## src/rtl/mips_pkg.sv

```systemverilog
// Shared MIPS definitions: opcode/funct codes, ALU operation encoding,
// pipeline-control encodings and the decoded-instruction / ID-EX records.
package mips_pkg;

  localparam logic [5:0] OP_RTYPE = 6'h00;
  localparam logic [5:0] OP_J     = 6'h02;
  localparam logic [5:0] OP_JAL   = 6'h03;
  localparam logic [5:0] OP_BEQ   = 6'h04;
  localparam logic [5:0] OP_BNE   = 6'h05;
  localparam logic [5:0] OP_ADDI  = 6'h08;
  localparam logic [5:0] OP_ADDIU = 6'h09;
  localparam logic [5:0] OP_SLTI  = 6'h0A;
  localparam logic [5:0] OP_SLTIU = 6'h0B;
  localparam logic [5:0] OP_ANDI  = 6'h0C;
  localparam logic [5:0] OP_ORI   = 6'h0D;
  localparam logic [5:0] OP_XORI  = 6'h0E;
  localparam logic [5:0] OP_LUI   = 6'h0F;
  localparam logic [5:0] OP_LW    = 6'h23;
  localparam logic [5:0] OP_SW    = 6'h2B;

  localparam logic [5:0] F_SLL  = 6'h00;
  localparam logic [5:0] F_SRL  = 6'h02;
  localparam logic [5:0] F_SRA  = 6'h03;
  localparam logic [5:0] F_JR   = 6'h08;
  localparam logic [5:0] F_JALR = 6'h09;
  localparam logic [5:0] F_ADD  = 6'h20;
  localparam logic [5:0] F_ADDU = 6'h21;
  localparam logic [5:0] F_SUB  = 6'h22;
  localparam logic [5:0] F_SUBU = 6'h23;
  localparam logic [5:0] F_AND  = 6'h24;
  localparam logic [5:0] F_OR   = 6'h25;
  localparam logic [5:0] F_XOR  = 6'h26;
  localparam logic [5:0] F_NOR  = 6'h27;
  localparam logic [5:0] F_SLT  = 6'h2A;
  localparam logic [5:0] F_SLTU = 6'h2B;

  localparam logic [4:0] REG_RA = 5'd31;

  typedef enum logic [3:0] {
    ALU_ADD  = 4'd0,
    ALU_SUB  = 4'd1,
    ALU_AND  = 4'd2,
    ALU_OR   = 4'd3,
    ALU_XOR  = 4'd4,
    ALU_NOR  = 4'd5,
    ALU_SLT  = 4'd6,
    ALU_SLTU = 4'd7,
    ALU_SLL  = 4'd8,
    ALU_SRL  = 4'd9,
    ALU_SRA  = 4'd10,
    ALU_LUI  = 4'd11
  } alu_op_e;

  typedef enum logic [1:0] {
    IFID_ADVANCE = 2'd0,
    IFID_FLUSH   = 2'd1,
    IFID_HOLD    = 2'd2
  } ifid_op_e;

  typedef enum logic [1:0] {
    IDEX_ADVANCE = 2'd0,
    IDEX_BUBBLE  = 2'd1,
    IDEX_HOLD    = 2'd2
  } idex_op_e;

  typedef enum logic [1:0] {
    PCSRC_SEQ    = 2'd0,
    PCSRC_BRANCH = 2'd1,
    PCSRC_JUMP   = 2'd2,
    PCSRC_JREG   = 2'd3
  } pcsrc_e;

  // Everything the ID stage needs to know about one instruction.
  typedef struct packed {
    logic [4:0]  rs;
    logic [4:0]  rt;
    logic [4:0]  shamt;
    logic [31:0] imm_ext;
    alu_op_e     alu_op;
    logic        reg_write;
    logic        mem_read;
    logic        mem_write;
    logic        mem_to_reg;
    logic        alu_src;
    logic        link;
    logic [4:0]  dest;
    logic        uses_rs;
    logic        uses_rt;
    logic        is_branch;
    logic        is_bne;
    logic        is_jump;
    logic        is_jreg;
  } dec_t;

  typedef struct packed {
    logic [31:0] pc_plus_4;
    logic [31:0] rs_data;
    logic [31:0] rt_data;
    logic [31:0] imm_ext;
    logic [4:0]  rs;
    logic [4:0]  rt;
    logic [4:0]  rd;
    logic [4:0]  shamt;
    logic [3:0]  alu_op;
    logic        reg_write;
    logic        mem_read;
    logic        mem_write;
    logic        mem_to_reg;
    logic        alu_src;
    logic        link;
  } idex_t;

  function automatic logic [31:0] sext16(input logic [15:0] v);
    return {{16{v[15]}}, v};
  endfunction

endpackage

```

## src/rtl/id_decoder.sv

```systemverilog
// Pure combinational instruction decoder: instruction word -> control fields.
// Unsupported encodings decode as a nop with every write/memory flag clear.
module id_decoder
  import mips_pkg::*;
(
  input  logic [31:0] instr_i,
  output dec_t        dec_o
);

  logic [5:0] opcode;
  logic [5:0] funct;
  logic [4:0] rt;
  logic [4:0] rd;
  logic [4:0] dest;
  logic       writes;
  logic       imm_alu;

  assign opcode = instr_i[31:26];
  assign funct  = instr_i[5:0];
  assign rt     = instr_i[20:16];
  assign rd     = instr_i[15:11];

  always_comb begin
    dec_o         = '0;
    dec_o.rs      = instr_i[25:21];
    dec_o.rt      = rt;
    dec_o.shamt   = instr_i[10:6];
    dec_o.imm_ext = sext16(instr_i[15:0]);
    dec_o.alu_op  = ALU_ADD;
    dest          = 5'd0;
    writes        = 1'b0;
    imm_alu       = 1'b0;

    case (opcode)
      OP_RTYPE: begin
        dest          = rd;
        writes        = 1'b1;
        dec_o.uses_rs = 1'b1;
        dec_o.uses_rt = 1'b1;
        case (funct)
          F_ADD, F_ADDU: dec_o.alu_op = ALU_ADD;
          F_SUB, F_SUBU: dec_o.alu_op = ALU_SUB;
          F_AND:         dec_o.alu_op = ALU_AND;
          F_OR:          dec_o.alu_op = ALU_OR;
          F_XOR:         dec_o.alu_op = ALU_XOR;
          F_NOR:         dec_o.alu_op = ALU_NOR;
          F_SLT:         dec_o.alu_op = ALU_SLT;
          F_SLTU:        dec_o.alu_op = ALU_SLTU;
          F_SLL: begin
            dec_o.alu_op  = ALU_SLL;
            dec_o.uses_rs = 1'b0;
          end
          F_SRL: begin
            dec_o.alu_op  = ALU_SRL;
            dec_o.uses_rs = 1'b0;
          end
          F_SRA: begin
            dec_o.alu_op  = ALU_SRA;
            dec_o.uses_rs = 1'b0;
          end
          F_JR: begin
            writes        = 1'b0;
            dec_o.uses_rt = 1'b0;
            dec_o.is_jreg = 1'b1;
          end
          F_JALR: begin
            dec_o.uses_rt = 1'b0;
            dec_o.is_jreg = 1'b1;
            dec_o.link    = 1'b1;
          end
          default: begin
            writes        = 1'b0;
            dec_o.uses_rs = 1'b0;
            dec_o.uses_rt = 1'b0;
          end
        endcase
      end
      OP_ADDI, OP_ADDIU: begin
        imm_alu       = 1'b1;
        dec_o.uses_rs = 1'b1;
      end
      OP_SLTI: begin
        imm_alu       = 1'b1;
        dec_o.uses_rs = 1'b1;
        dec_o.alu_op  = ALU_SLT;
      end
      OP_SLTIU: begin
        imm_alu       = 1'b1;
        dec_o.uses_rs = 1'b1;
        dec_o.alu_op  = ALU_SLTU;
      end
      OP_ANDI: begin
        imm_alu       = 1'b1;
        dec_o.uses_rs = 1'b1;
        dec_o.alu_op  = ALU_AND;
        dec_o.imm_ext = {16'h0000, instr_i[15:0]};
      end
      OP_ORI: begin
        imm_alu       = 1'b1;
        dec_o.uses_rs = 1'b1;
        dec_o.alu_op  = ALU_OR;
        dec_o.imm_ext = {16'h0000, instr_i[15:0]};
      end
      OP_XORI: begin
        imm_alu       = 1'b1;
        dec_o.uses_rs = 1'b1;
        dec_o.alu_op  = ALU_XOR;
        dec_o.imm_ext = {16'h0000, instr_i[15:0]};
      end
      OP_LUI: begin
        imm_alu      = 1'b1;
        dec_o.alu_op = ALU_LUI;
      end
      OP_LW: begin
        dest             = rt;
        writes           = 1'b1;
        dec_o.alu_src    = 1'b1;
        dec_o.mem_read   = 1'b1;
        dec_o.mem_to_reg = 1'b1;
        dec_o.uses_rs    = 1'b1;
      end
      OP_SW: begin
        dec_o.alu_src   = 1'b1;
        dec_o.mem_write = 1'b1;
        dec_o.uses_rs   = 1'b1;
        dec_o.uses_rt   = 1'b1;
      end
      OP_BEQ, OP_BNE: begin
        dec_o.alu_op    = ALU_SUB;
        dec_o.is_branch = 1'b1;
        dec_o.is_bne    = (opcode == OP_BNE);
        dec_o.uses_rs   = 1'b1;
        dec_o.uses_rt   = 1'b1;
      end
      OP_J: dec_o.is_jump = 1'b1;
      OP_JAL: begin
        dest          = REG_RA;
        writes        = 1'b1;
        dec_o.is_jump = 1'b1;
        dec_o.link    = 1'b1;
      end
      default: ;
    endcase

    if (imm_alu) begin
      dest          = rt;
      writes        = 1'b1;
      dec_o.alu_src = 1'b1;
    end

    // $0 is never written; a suppressed write also reports no destination.
    dec_o.reg_write = writes && (dest != 5'd0);
    dec_o.dest      = dec_o.reg_write ? dest : 5'd0;
  end

endmodule

```

## src/rtl/id_stage.sv

```systemverilog
// MIPS instruction-decode stage: decode, register read, branch/jump resolution
// with MEM-stage forwarding, hazard detection, and the ID/EX pipeline register.
module id_stage
  import mips_pkg::*;
#(
  parameter logic [31:0] RESET_PC_PLUS_4 = 32'h0000_0000
) (
  input  logic        clk,
  input  logic        reset,
  input  logic [31:0] PC_plus_4,
  input  logic [31:0] Instruction,
  input  logic        stall_in,
  output logic [4:0]  rf_raddr1,
  output logic [4:0]  rf_raddr2,
  input  logic [31:0] rf_rdata1,
  input  logic [31:0] rf_rdata2,
  input  logic        ex_RegWrite,
  input  logic        ex_MemRead,
  input  logic [4:0]  ex_rd,
  input  logic        mem_RegWrite,
  input  logic        mem_MemRead,
  input  logic [4:0]  mem_rd,
  input  logic [31:0] mem_wdata,
  output logic [1:0]  IFIDop,
  output logic [1:0]  IDEXop,
  output logic [1:0]  PCSrc,
  output logic        comp_true,
  output logic [31:0] branchPC,
  output logic [31:0] jPC,
  output logic [31:0] jrPC,
  output logic [31:0] idex_PC_plus_4,
  output logic [31:0] idex_rs_data,
  output logic [31:0] idex_rt_data,
  output logic [31:0] idex_imm_ext,
  output logic [4:0]  idex_rs,
  output logic [4:0]  idex_rt,
  output logic [4:0]  idex_rd,
  output logic [4:0]  idex_shamt,
  output logic [3:0]  idex_ALUOp,
  output logic        idex_RegWrite,
  output logic        idex_MemRead,
  output logic        idex_MemWrite,
  output logic        idex_MemtoReg,
  output logic        idex_ALUSrc,
  output logic        idex_Link
);

  dec_t dec;

  id_decoder u_decoder (
    .instr_i (Instruction),
    .dec_o   (dec)
  );

  assign rf_raddr1 = dec.rs;
  assign rf_raddr2 = dec.rt;

  logic ex_match_rs, ex_match_rt, mem_match_rs, mem_match_rt;
  assign ex_match_rs  = (ex_rd != 5'd0) && (ex_rd == dec.rs);
  assign ex_match_rt  = (ex_rd != 5'd0) && (ex_rd == dec.rt);
  assign mem_match_rs = (mem_rd != 5'd0) && (mem_rd == dec.rs);
  assign mem_match_rt = (mem_rd != 5'd0) && (mem_rd == dec.rt);

  // Only a MEM-stage ALU result is ready in time; loads in MEM are stalled on.
  logic        fwd_rs, fwd_rt;
  logic [31:0] rs_val, rt_val;
  assign fwd_rs = mem_RegWrite && !mem_MemRead && mem_match_rs;
  assign fwd_rt = mem_RegWrite && !mem_MemRead && mem_match_rt;
  assign rs_val = fwd_rs ? mem_wdata : rf_rdata1;
  assign rt_val = fwd_rt ? mem_wdata : rf_rdata2;

  assign branchPC = PC_plus_4 + (sext16(Instruction[15:0]) << 2);
  assign jPC      = {PC_plus_4[31:28], Instruction[25:0], 2'b00};
  assign jrPC     = rs_val;

  logic load_use, ctl_hz_rs, ctl_hz_rt, ctl_hazard, branch_taken;
  assign load_use   = ex_MemRead &&
                      ((dec.uses_rs && ex_match_rs) || (dec.uses_rt && ex_match_rt));
  assign ctl_hz_rs  = (ex_RegWrite && ex_match_rs) || (mem_MemRead && mem_match_rs);
  assign ctl_hz_rt  = (ex_RegWrite && ex_match_rt) || (mem_MemRead && mem_match_rt);
  assign ctl_hazard = ((dec.is_branch || dec.is_jreg) && ctl_hz_rs) ||
                      (dec.is_branch && ctl_hz_rt);
  assign branch_taken = dec.is_branch && ((rs_val == rt_val) != dec.is_bne);

  ifid_op_e ifid_op;
  idex_op_e idex_op;
  pcsrc_e   pc_src;
  logic     comp;

  always_comb begin
    ifid_op = IFID_ADVANCE;
    idex_op = IDEX_ADVANCE;
    pc_src  = PCSRC_SEQ;
    comp    = 1'b0;
    if (stall_in) begin
      ifid_op = IFID_HOLD;
      idex_op = IDEX_HOLD;
    end else if (load_use || ctl_hazard) begin
      ifid_op = IFID_HOLD;
      idex_op = IDEX_BUBBLE;
    end else if (dec.is_jump) begin
      pc_src  = PCSRC_JUMP;
      ifid_op = IFID_FLUSH;
    end else if (dec.is_jreg) begin
      pc_src  = PCSRC_JREG;
      ifid_op = IFID_FLUSH;
    end else if (dec.is_branch) begin
      pc_src = PCSRC_BRANCH;
      if (branch_taken) begin
        comp    = 1'b1;
        ifid_op = IFID_FLUSH;
      end
    end
  end

  assign IFIDop    = ifid_op;
  assign IDEXop    = idex_op;
  assign PCSrc     = pc_src;
  assign comp_true = comp;

  idex_t idex_q, idex_d, idex_rst, idex_dec;

  always_comb begin
    idex_rst           = '0;
    idex_rst.pc_plus_4 = RESET_PC_PLUS_4;
  end

  always_comb begin
    idex_dec            = '0;
    idex_dec.pc_plus_4  = PC_plus_4;
    idex_dec.rs_data    = rf_rdata1;
    idex_dec.rt_data    = rf_rdata2;
    idex_dec.imm_ext    = dec.imm_ext;
    idex_dec.rs         = dec.rs;
    idex_dec.rt         = dec.rt;
    idex_dec.rd         = dec.dest;
    idex_dec.shamt      = dec.shamt;
    idex_dec.alu_op     = dec.alu_op;
    idex_dec.reg_write  = dec.reg_write;
    idex_dec.mem_read   = dec.mem_read;
    idex_dec.mem_write  = dec.mem_write;
    idex_dec.mem_to_reg = dec.mem_to_reg;
    idex_dec.alu_src    = dec.alu_src;
    idex_dec.link       = dec.link;
  end

  always_comb begin
    idex_d = idex_dec;
    case (idex_op)
      IDEX_BUBBLE: idex_d = idex_rst;
      IDEX_HOLD:   idex_d = idex_q;
      default:     idex_d = idex_dec;
    endcase
  end

  always_ff @(posedge clk) begin
    if (reset) idex_q <= idex_rst;
    else       idex_q <= idex_d;
  end

  assign idex_PC_plus_4 = idex_q.pc_plus_4;
  assign idex_rs_data   = idex_q.rs_data;
  assign idex_rt_data   = idex_q.rt_data;
  assign idex_imm_ext   = idex_q.imm_ext;
  assign idex_rs        = idex_q.rs;
  assign idex_rt        = idex_q.rt;
  assign idex_rd        = idex_q.rd;
  assign idex_shamt     = idex_q.shamt;
  assign idex_ALUOp     = idex_q.alu_op;
  assign idex_RegWrite  = idex_q.reg_write;
  assign idex_MemRead   = idex_q.mem_read;
  assign idex_MemWrite  = idex_q.mem_write;
  assign idex_MemtoReg  = idex_q.mem_to_reg;
  assign idex_ALUSrc    = idex_q.alu_src;
  assign idex_Link      = idex_q.link;

endmodule
```

## config.mk

```make
export PLATFORM = sky130hd
export DESIGN_NAME = id_stage
export DESIGN_NICKNAME = d
export VERILOG_FILES = /design/src/rtl/mips_pkg.sv /design/src/rtl/id_decoder.sv /design/src/rtl/id_stage.sv
export SDC_FILE = /design/constraint.sdc
export NUM_CORES = 1
export LEC_CHECK = 0
export BUFFER_PORTS_ARGS = -buffer_cell sky130_fd_sc_hd__buf_4
export CORE_AREA = 2 2 172 174
export CTS_CLUSTER_DIAMETER = 150
export DETAILED_ROUTE_END_ITERATION = 8
export DIE_AREA = 0 0 174 176
export PLACE_DENSITY = 0.66
export SLEW_MARGIN = 20
export SYNTH_ARGS = -nofsm -noshare
export SYNTH_HDL_FRONTEND = slang
export SYNTH_HIERARCHICAL = 1
export SYNTH_SLANG_ARGS = --single-unit
```

## constraint.sdc

```tcl
create_clock -name clk -period 4.3 [get_ports clk]
set_input_delay 0.43 -clock clk [delete_from_list [all_inputs] [get_ports clk]]
set_output_delay 0.43 -clock clk [all_outputs]
set_load 0.05 [all_outputs]
```

**Word-level counts from Yosys, hierarchy flattened**

Cells that the tools add are included.

- Flip-flop bits (word level): 158

- $add $sub $neg: 1
- Muxes and demuxes: 46
- Equality and inequality tests: 36
- Reductions and logical operators: 43

Operators with widths:

| cell | count |
|---|---|
| $pmux W158 S2 | 1 |
| $mux W32 | 3 |
| $eq A6 B6 Y1 const B | 12 |
| $eq A6 B4 Y1 const B | 10 |
| $pmux W4 S10 | 1 |
| $add A32 B32 Y32 | 1 |
| $eq A32 B32 Y1 | 1 |
| $pmux W4 S8 | 1 |
| $mux W1 | 25 |
| $eq A6 B2 Y1 const B | 4 |
| $eq A5 B5 Y1 | 4 |
| $logic_and A1 B1 Y1 | 18 |
| $mux W2 | 8 |
| $pmux W5 S3 | 1 |
| $reduce_bool A5 Y1 | 3 |
| $reduce_or A14 Y1 | 1 |
| $reduce_or A13 Y1 | 1 |
| $eq A6 B3 Y1 const B | 2 |
| $logic_not A6 Y1 | 2 |
| $reduce_or A12 Y1 | 1 |
| $reduce_or A2 Y1 | 6 |
| $reduce_or A11 Y1 | 1 |
| $mux W5 | 2 |
| $pmux W1 S2 | 4 |
| 7 further kinds | 13 |

**Depth between registers and ports, before layout**

Gate-level depths: netlist of the first run.

- Word-level depth: 13
- Depth in mapped cells: 14
- Gate-level depth less buffers: 12

**Hierarchy**

Netlist of the first run, hierarchy kept.

Modules (own cells, without submodules):

| module | times used | area each (um2) | cells each | sequential area each (um2) |
|---|---|---|---|---|
| id_stage | 1 | 10301.1 | 1332 | 3163.0 |
| id_decoder | 1 | 920.9 | 137 | 0.0 |

**Worst setup path before layout of the first run**

OpenSTA, ideal clock, no wires.

- Path type: input to output
- Start point: input port Instruction[20]
- End point: output port PCSrc[0]
- Arrival time: 3496 ps
- Required time: 3870 ps
- Path buffers: 2
- Cell stages on the path: 9
- Slack: 374 ps
- Cells stage by stage: buf_4 xnor2_1 nand4_1 buf_2 nor2_1 a221oi_1 a2bb2oi_2 nand2b_1 nor3_1

- Longest elaborated chain between the ends: 9

RTL lines:

| item | RTL line | RTL |
|---|---|---|
| from (decl) | id_stage.sv:11 | `input logic [31:0] Instruction,` |
| $eq A5 B5 Y1, on equally long branches | id_stage.sv:60, id_stage.sv:62 |  |
| $logic_and A1 B1 Y1, on equally long branches | id_stage.sv:60, id_stage.sv:62 |  |
| $logic_and A1 B1 Y1 | id_stage.sv:80 | `assign ctl_hz_rt = (ex_RegWrite && ex_match_rt) \|\| (mem_MemRead && mem_match_rt);` |
| $logic_or A1 B1 Y1 | id_stage.sv:80 |  |
| $logic_and A1 B1 Y1 | id_stage.sv:82 | `(dec.is_branch && ctl_hz_rt);` |
| $logic_or A1 B1 Y1 | id_stage.sv:81 | `assign ctl_hazard = ((dec.is_branch \|\| dec.is_jreg) && ctl_hz_rs) \|\|` |
| $logic_or A1 B1 Y1 * | id_stage.sv:98 | `end else if (load_use \|\| ctl_hazard) begin` |
| $mux W2 * | id_stage.sv:98 |  |
| $mux W2 * | id_stage.sv:95 | `if (stall_in) begin` |
| to (decl) | id_stage.sv:26 | `output logic [1:0] PCSrc,` |

Every way passes the cells marked *; elsewhere a longest branch is shown, timed or not.

**Worst setup path in the final report of the first run**

- Start point: input port Instruction[23]
- End point: output port comp_true

- Longest elaborated chain between the ends: 13

RTL lines:

| item | RTL line | RTL |
|---|---|---|
| $eq A5 B5 Y1 | id_stage.sv:61 | `assign mem_match_rs = (mem_rd != 5'd0) && (mem_rd == dec.rs);` |
| $logic_and A1 B1 Y1 | id_stage.sv:61 |  |
| $logic_and A1 B1 Y1 | id_stage.sv:67 | `assign fwd_rs = mem_RegWrite && !mem_MemRead && mem_match_rs;` |
| $mux W32 | id_stage.sv:69 | `assign rs_val = fwd_rs ? mem_wdata : rf_rdata1;` |
| $eq A32 B32 Y1 | id_stage.sv:83 | `assign branch_taken = dec.is_branch && ((rs_val == rt_val) != dec.is_bne);` |
| $ne A1 B1 Y1 | id_stage.sv:83 |  |
| $logic_and A1 B1 Y1 | id_stage.sv:83 |  |
| $mux W1 | id_stage.sv:109 | `if (branch_taken) begin` |
| $mux W1 | id_stage.sv:107 | `end else if (dec.is_branch) begin` |
| $mux W1 | id_stage.sv:104 | `end else if (dec.is_jreg) begin` |
| $mux W1 | id_stage.sv:101 | `end else if (dec.is_jump) begin` |
| $mux W1 * | id_stage.sv:98 |  |
| $mux W1 * | id_stage.sv:95 |  |
| to (decl) | id_stage.sv:27 | `output logic comp_true,` |

Marked as above.

==> results of run 1 <==
## flip-flops by register name, indices dropped and copies added, names as in the netlist, 4 cells and up
name	flops
idex_rt	5
idex_shamt	5
idex_rs_data	32
idex_imm_ext	32
idex_rd	5
idex_rt_data	32
idex_ALUOp	4
idex_PC_plus_4	32
idex_rs	5
## through the flow
step                 util  instances
global placement    0.495       2130
floorplan               -       1470
CTS                 0.515       2162
detailed placement  0.495       2130
global route        0.515       2162
finish              0.515       2162
## worst paths after layout
check,startpoint,to
worst max-delay path,Instruction[23],comp_true
worst min-delay path,PC_plus_4[5],idex_PC_plus_4[5]
worst max register to register,idex_imm_ext[20],idex_imm_ext[20]
worst min register to register,idex_PC_plus_4[24],idex_PC_plus_4[24]
## per-layer routing
layer | vias up | share of wire
met2 | 531 | 0.50
li1 | 5719 | -
met4 | 0 | 0.032
met5 | - | 0
met1 | 5680 | 0.40
met3 | 72 | 0.071
## area by class of cell
| class | count | area, µm² | share of cell area |
|---|---|---|---|
| Multi-Input combinational cell | 1081 | 6820 | 0.464 |
| Timing Repair Buffer | 463 | 3500 | 0.238 |
| Sequential cell | 158 | 3160 | 0.215 |
| Tap cell | 384 | 480 | 0.0327 |
| Clock buffer | 19 | 453 | 0.0308 |
| Inverter | 44 | 165 | 0.0112 |
| Clock inverter | 13 | 131 | 0.00893 |
## report_power, final
group          switching (mW)  internal (mW)  leakage, nW  total, mW
clock network           0.725          0.844        0.288       1.57
logic                    1.23          0.591         4.81       1.82
registers              0.0400           1.54         1.30       1.58
total                    1.99           2.97         6.40       4.97
## Yosys cell counts, drive strengths merged, types with 2 or more instances
master	n
nand2	244
a21oi	195
nand3b	160
dfxtp	158
buf	114
clkbuf	73
o21ai	58
xnor2	50
inv	44
nor2	44
ha	29
nand4	23
nor4	23
xor2	23
nand3	21
nor3	16
a311oi	15
mux2i	12
nor2b	12
o211ai	12
o311a	12
a211o	10
and4	10
o31a	10
a21o	9
a221oi	8
nand2b	8
a31oi	7
o21bai	6
a211oi	5
and2	4
and3	4
o21a	4
a2111oi	3
o2111ai	3
or3	3
a21boi	2
a221o	2
nor3b	2
nor4b	2
o22ai	2
o311ai	2
o31ai	2
or2	2
or4	2
## cells by family after synthesis
family          synth area share
simple gates               0.291
compound gates             0.211
buf+inv                    0.114
flops                      0.282
xor+xnor                  0.0576
fa+ha+maj                 0.0341
mux                       0.0107
other cells             0.000334
## placed cells by master, fill, tap and decap left out, types with 8 or more instances in the layout
master,instances
a211o_1,9
a21o_1,9
a21oi_1,194
a221oi_1,8
a311oi_1,15
and4_1,10
buf_4,460
clkbuf_16,17
dfxtp_1,158
ha_1,29
inv_1,44
mux2i_1,12
nand2_1,243
nand2b_1,8
nand3_1,21
nand3b_1,160
nand4_1,22
nor2_1,43
nor2b_1,12
nor3_1,14
nor4_1,20
o211ai_1,12
o21ai_0,40
o21ai_1,13
o311a_1,12
o31a_1,10
xnor2_1,49
xor2_1,22
## critical path, cell delays in order
cell,delay (ps)
buf_4,150
xor2_1,190
or4b_1,770
nor2_8,440
buf_4,290
o21ai_0,100
o21ai_1,110
nand4_2,140
nor4_4,430
and3_1,220
o211a_1,130
buf_4,200
==> flow_metrics.tcl, run 1 <==
set metrics [dict create \
    crit_arrival_ps 3620 \
    ctsResizeCount 0 \
    drt-pass1-iter-count 6 \
    hold_ws_ps 268 \
    gp_congestion 0.868 \
    yosysUniqueCellTypes 82 \
    reg2reg_depth 2 \
    cts_setup_buffers 0 \
    antenna_found_initial 0 \
    grt_pass1_vias 11300 \
    final.setup.tns_ps 0 \
    cp_max_fo 27 \
    synthCells 1469 \
    irDropWorstVdd_mv 0.194 \
    tightestPinTransition_ps 1030 \
    gr-total-overflow 0 \
    clkLatencyLatePin_ps 430 \
    fin_crit_sh 0.941 \
    ff2ff_setup_slack_ps 3650 \
    fin_nets 1972 \
    cts.sinks 158 \
    synth-seq-cells 158 \
    start_kind "input pin" \
    postPlaceCellArea_mm2 0.0141 \
    synth-edff-count 0 \
    ant_nets 0 \
    grt_usage 0.278 \
    cts_buffer_depth 2 \
    syn_avg_cell_area_um2 7.64 \
    grt_max_degree 160 \
    initial_core_util 0.393 \
    min_period_ps 4050 \
    relSlewSlack 0.313 \
    ys.warnings.count 6 \
    met3_usage 0.0622 \
    endpoint_kind "primary output" \
    port_buffers 445 \
    skew_ps 0 \
    wl_um 44300 \
    hold_buffers 0 \
    cts_buffers 17 \
    synth_area_leaders "dfxtp_1 (28%), nand3b_1 (11%), a21oi_1 (8.7%)" \
    wl_per_cell_um 20.5 \
    seq_area_frac_synth 0.282 \
    die_y_um 176 \
    critPathKind "in -> out" \
    grtUsageMet1 0.333 \
    yosysTopAreaCell "dfxtp_1" \
    dieWidth_um 174 \
    ios 448 \
    fmax_mhz 247 \
    core_region_area_mm2 0.0285 \
    vias 12000 \
    rsz0062_at_grt "no" \
    synth_top_area_frac 0.282 \
    worst_slack_ps 252 \
    status "finished clean" \
    design_area_mm2 0.0147 \
    async_reset_ff_frac 0 \
    cts_tree "yes" \
    finalMaxSlewViolations 0 \
    setup_viol 0 \
    grt_pass1_wl_um 66200 \
    root_buffer "clkbuf_16" \
    fill_cells 2778 \
    critPathRequiredTime_ps 3870 \
    p_leak_nw 6.40 \
    power_density_mw_per_mm2 338 \
    power.total_mw 4.97 \
    top_usage_layer "met2" \
    route.detailed.drc 0 \
    hold_path_depth 3 \
    dieArea_mm2 0.0306 \
    cts-htree-levels 4 \
    path_clk_slew_ps 80 \
    pre_cts_ws_ps 259 \
    dp_hpwl_um 32800 \
    grt_use_met2 0.488 \
    synth-main-ff-cell "dfxtp_1" \
    syn-cell-area_mm2 0.0112 \
    drive_gt1_frac 0.295 \
    hp-class "in -> reg" \
    drv_cap 0 \
    syn_to_final_growth_pct 31.1 \
    rows 62 \
    vias_per_cell 5.55 \
    diodes 0 \
    drt_iter0_markers 1086 \
    hold_viol 0 \
]
(Power assumes the default switching activity.)
==> run 2, diff against run 1 <==
--- a/config.mk
+++ b/config.mk
@@ -7,6 +7,7 @@
 export LEC_CHECK = 0
 export BUFFER_PORTS_ARGS = -buffer_cell sky130_fd_sc_hd__buf_4
 export CORE_AREA = 2 2 172 174
+export CTS_BUF_LIST = sky130_fd_sc_hd__clkbuf_2
 export CTS_CLUSTER_DIAMETER = 150
 export DETAILED_ROUTE_END_ITERATION = 8
 export DIE_AREA = 0 0 174 176
==> run 2 against run 1 <==
Effect of this change:
- via count increased by 5.6%
- flip-flop and latch count unchanged
- utilization increased by 3.4 points
- clock skew unchanged
==> flow_metrics.tcl, run 2 (synthesis gave the netlist of run 1 again) <==
set metrics [dict create \
    status "finished clean" \
    fin_nets 2098 \
    finalMaxSlewViolations 0 \
    cts_setup_buffers 0 \
    gr-total-overflow 0 \
    cts_buffer_depth 2 \
    switching_power_mw 1.95 \
    top_layer_used "met4" \
    hp-start "Instruction[2]" \
    endpoint_kind "primary output" \
    ios 448 \
    clkLatencyLatePin_ps 760 \
    wl_um 46300 \
    power_density_mw_per_mm2 280 \
    root_buffer "clkbuf_2" \
    initial_core_util 0.393 \
    core_region_area_mm2 0.0285 \
    antenna_found_initial 1 \
    cp_max_fo 25 \
    cts_buffers 17 \
    cpLargestDelayFamily "simple AND/OR/NAND/NOR gates" \
    layout_common_cells "buf_4 (458), nand2_1 (243), a21oi_1 (194)" \
    start_kind "input pin" \
    crit_arrival_ps 3720 \
    fmax_mhz 241 \
    drt_iter0_markers 1051 \
    cts_tree "yes" \
    multi_input_area_mm2 0.00688 \
    drt-pass1-iter-count 6 \
    drt-met1-wl_um 18100 \
    hp-class "in -> reg" \
    utilization 0.549 \
    syn_to_final_growth_pct 39.7 \
    path_clk_slew_ps 240 \
    path_buf_inv 4 \
    vias_per_cell 5.54 \
    route.detailed.drc 0 \
    regArea_mm2 0.00316 \
    grt_pass1_vias 12000 \
    switching_share 0.444 \
    gp_congestion 0.868 \
    wl_per_cell_um 20.2 \
    min_period_ps 4150 \
    port_buffers 445 \
    grt_usage 0.288 \
    die_y_um 176 \
    grt_pass1_wl_um 69300 \
    dr_wl_met2_um 23000 \
    rows 62 \
    critPathMaxStageDelay_ps 540 \
    r2r-start "idex_imm_ext[20]" \
    cts-htree-levels 4 \
    critPathKind "in -> out" \
    postPlaceCellArea_mm2 0.0141 \
    hold_viol 0 \
    relSlewSlack 0.305 \
    crit_chain "dlygate4sd3_1 > buf_4 > xnor2_1 > nand4_1 > buf_6 > o31a_1 > o211ai_1 > nand4_1 > nor4_1 > and4_1 > and3_1 > o211a_1 > buf_4" \
    startpoint "Instruction[20]" \
    ant_nets 0 \
    hold_ws_ps 98.9 \
    critPathRequiredTime_ps 3870 \
    fin_crit_sh 0.964 \
    grt_max_degree 160 \
    skew_ps 0 \
    drv_cap 0 \
    irDropWorstVdd_mv 0.176 \
    final.setup.tns_ps 0 \
    seqPwrFrac 0.362 \
    vias 12700 \
    cp_slowest_cell "dlygate4sd3_1" \
    met3RoutedLength_um 3390 \
    p_leak_nw 6.79 \
    setup_viol 0 \
    p_comb_frac 0.441 \
    p_int_mw 2.44 \
    final_cell_count_no_fill 2289 \
    p_clk_frac 0.198 \
    drive_gt1_frac 0.277 \
    tightestPinTransition_ps 1040 \
    final_common_cell "buf_4" \
    design_area_mm2 0.0157 \
    dpl.cell_count 2130 \
    cts.sinks 158 \
    fill_cells 2652 \
    dp_hpwl_um 32800 \
    dieArea_mm2 0.0306 \
    dieWidth_um 174 \
    rsz0062_at_grt "no" \
]
## run 2: cell types whose count changed in the layout (fill, tap and decap cells not counted), moves of 2 or more
cell | before | now
clkbuf_8 | 3 | 1
buf_4 | 460 | 458
clkbuf_2 | 0 | 17
dlygate4sd3_1 | 0 | 125
clkinv_1 | 0 | 2
clkbuf_16 | 17 | 0
## run 2: final cells by class
class                      instances  area share
tap                              384      0.0306
clock inverter                    15     0.00886
inverter                          44      0.0105
timing repair buffer             588       0.304
clock buffer                      17     0.00543
sequential                       158       0.202
antenna                            1    0.000160
multi-input combinational       1082       0.439
## run 2: what timing repair did
action                                 in CTS  in global routing
gates resized for setup                     0                 10
setup endpoints to repair                   0                  4
endpoints found under the hold margin     133                  0
hold buffers                              125                  0
## run 2: worst min-delay path, delay by kind of cell
family / cells / cell delay (ps)
AO/OA/AOI/OAI: 2 / 190
buffers and inverters: 1 / 170
AND/OR/NAND/NOR: 1 / 80
## run 2: worst paths after layout
path / depth (start not counted) / slack, ps / endpoint
min reg2reg: 2 / 470 / idex_shamt[4]
min: 4 / 100 / idex_ALUOp[3]
max: 13 / 150 / comp_true
max reg2reg: 2 / 3610 / idex_imm_ext[20]
## run 2: power by group through the flow
| stage | combinational, mW | clock (mW) | sequential (mW) |
|---|---|---|---|
| 5_1_grt | 2.03 | 0.949 | 1.60 |
| 3_5_place_dp | 1.82 | 0 | 1.61 |
| 2_1_floorplan | 0.961 | 0 | 1.87 |
| 4_1_cts | 1.92 | 0.895 | 1.59 |
| 6_report | 1.93 | 0.866 | 1.59 |
| 3_3_place_gp | 1.81 | 0 | 1.61 |
## run 2: per-stage QoR
stage | setup slack, ps | total power, mW
final | 153 | 4.38
after CTS | 16.3 | 4.40
after global placement | 331 | 3.42
after floorplan | 374 | 2.83
after detailed placement | 259 | 3.43
after global routing | 15.4 | 4.58
## run 2: routing by layer
layer,track usage,vias up
met5,0,-
met4,0.116,0
met3,0.0592,95
met2,0.514,628
met1,0.339,5971
li1,-,5977
==> run 3, diff against run 2 <==
==> constraint.sdc (replaced) <==
create_clock -name clk -period 4.9 [get_ports clk]
set_input_delay 0.49 -clock clk [delete_from_list [all_inputs] [get_ports clk]]
set_output_delay 0.49 -clock clk [all_outputs]
set_load 0.05 [all_outputs]
==> run 3 against run 2 <==
Effect of this change:
- register-to-register slack better by 570 ps
- sequential share of layout area is 0.087 points higher
- clock power is 5.9% lower
- total power is 11% lower
- combinational power is 12% lower
- critical endpoint unchanged
- largest cell class unchanged
==> flow_metrics.tcl, run 3 (synthesis gave the netlist of run 1 again) <==
set metrics [dict create \
    gp_congestion 0.861 \
    skew_ps 0 \
    path_clk_slew_ps 210 \
    cts.sinks 158 \
    hold_viol 0 \
    tightestPinTransition_ps 988 \
    start_kind "input pin" \
    core_region_area_mm2 0.0285 \
    cts-htree-levels 4 \
    setup_viol 0 \
    ff2ff_setup_slack_ps 4180 \
    dieWidth_um 174 \
    port_buffers 445 \
    clkLatencyLatePin_ps 800 \
    grt_pass1_vias 11900 \
    drt_iter0_markers 1092 \
    wl_um 45600 \
    ant_nets 0 \
    grt_max_degree 168 \
    syn_to_final_growth_pct 39.1 \
    drt-pass1-iter-count 7 \
    power_density_mw_per_mm2 249 \
    fmax_mhz 221 \
    route.detailed.drc 0 \
    wl_per_cell_um 20.0 \
    cp_max_fo 19 \
    crit_arrival_ps 4030 \
    p_leak_nw 6.77 \
    root_buffer "clkbuf_2" \
    vias 12500 \
    status "finished clean" \
    initial_core_util 0.393 \
    rows 62 \
    final_common_cell "buf_4" \
    drive_gt1_frac 0.276 \
    dieArea_mm2 0.0306 \
    hp-class "in -> reg" \
    cts_buffer_depth 2 \
    grt_usage 0.283 \
    irDropWorstVdd_mv 0.137 \
    final.setup.tns_ps 0 \
    fin_crit_sh 0.922 \
    endpoint_kind "primary output" \
    min_period_ps 4520 \
    ios 448 \
    final_cell_count_no_fill 2284 \
    vias_per_cell 5.48 \
    grt_pass1_wl_um 68000 \
    cts_buffers 17 \
    dpl.cell_count 2129 \
    relSlewSlack 0.339 \
    hold_ws_ps 84.2 \
    finalMaxSlewViolations 0 \
    layout_common_cells "buf_4 (461), nand2_1 (243), a21oi_1 (194)" \
    antenna_found_initial 2 \
    drv_cap 0 \
    die_y_um 176 \
    gr-total-overflow 0 \
    dp_hpwl_um 32600 \
    cts_tree "yes" \
    critPathRequiredTime_ps 4410 \
    rsz0062_at_grt "no" \
    fin_nets 2094 \
    critPathKind "in -> out" \
]
run 3: changes by cell type in the layout (fill, tap and decap cells not counted), moves of 2 or more:
cell / previous run / this run
buf_4: 458 / 461
bufinv_16: 1 / 3
dlygate4sd3_1: 125 / 120
inv_8: 2 / 0
run 3: path summary, 6_finish.rpt:
kind,startpoint,end,cells after the start
max,Instruction[24],comp_true,13
min,Instruction[13],idex_imm_ext[13],3
max reg2reg,idex_rt_data[22],idex_rt_data[22],2
min reg2reg,idex_imm_ext[17],idex_imm_ext[17],2
run 3: repair_timing:
item | CTS | global route
hold buffers | 120 | 0
setup buffers | 0 | 2
endpoints found under the setup margin | 0 | 5
resized for setup | 0 | 4
hold endpoints to repair | 125 | 0
run 3: metal layers:
| metal | vias up | track usage | wire (µm) |
|---|---|---|---|
| li1 | 5960 | - | - |
| met1 | 5896 | 0.323 | 17500 |
| met2 | 572 | 0.506 | 22900 |
| met3 | 87 | 0.0648 | 3390 |
| met4 | 2 | 0.124 | 1810 |
| met5 | - | 0 | 11 |
run 3: metrics by stage:
step / area [µm²] / utilization / power (mW) / worst slack, ps
final: 15600 / 0.547 / 3.89 / 384
after detailed placement: 14100 / 0.495 / 3.01 / 705
after floorplan: 11200 / - / 2.48 / 854
after CTS: 15600 / 0.545 / 3.91 / 142
after global placement: 14100 / 0.495 / 3.00 / 785
after global routing: 15600 / 0.547 / 4.06 / 102
run 3: final cells by class:
type / count / area (µm²)
tap: 384 / 480
fill: 2729 / 12900
clock buffer: 17 / 85.1
inverter: 44 / 165
sequential: 158 / 3160
multi-input combinational: 1082 / 6840
timing repair buffer: 584 / 4710
antenna: 1 / 2.50
clock inverter: 14 / 166
run 3: critical path, stage by stage:
cell,delay [ps]
dlygate4sd3_1,560
buf_4,180
xnor2_1,240
or4b_4,620
nor2_8,320
buf_4,300
o21ai_2,90
o21ai_2,70
o2111ai_1,170
nor4_4,430
and3_1,210
o211a_1,130
buf_4,200
run 3: power breakdown:
group | total, mW | switching, mW | internal (mW) | leakage, nW
Sequential | 1.39 | 0.0352 | 1.36 | 1.30
Clock | 0.815 | 0.532 | 0.283 | 0.147
Combinational | 1.69 | 1.10 | 0.584 | 5.32
Total | 3.89 | 1.67 | 2.22 | 6.77
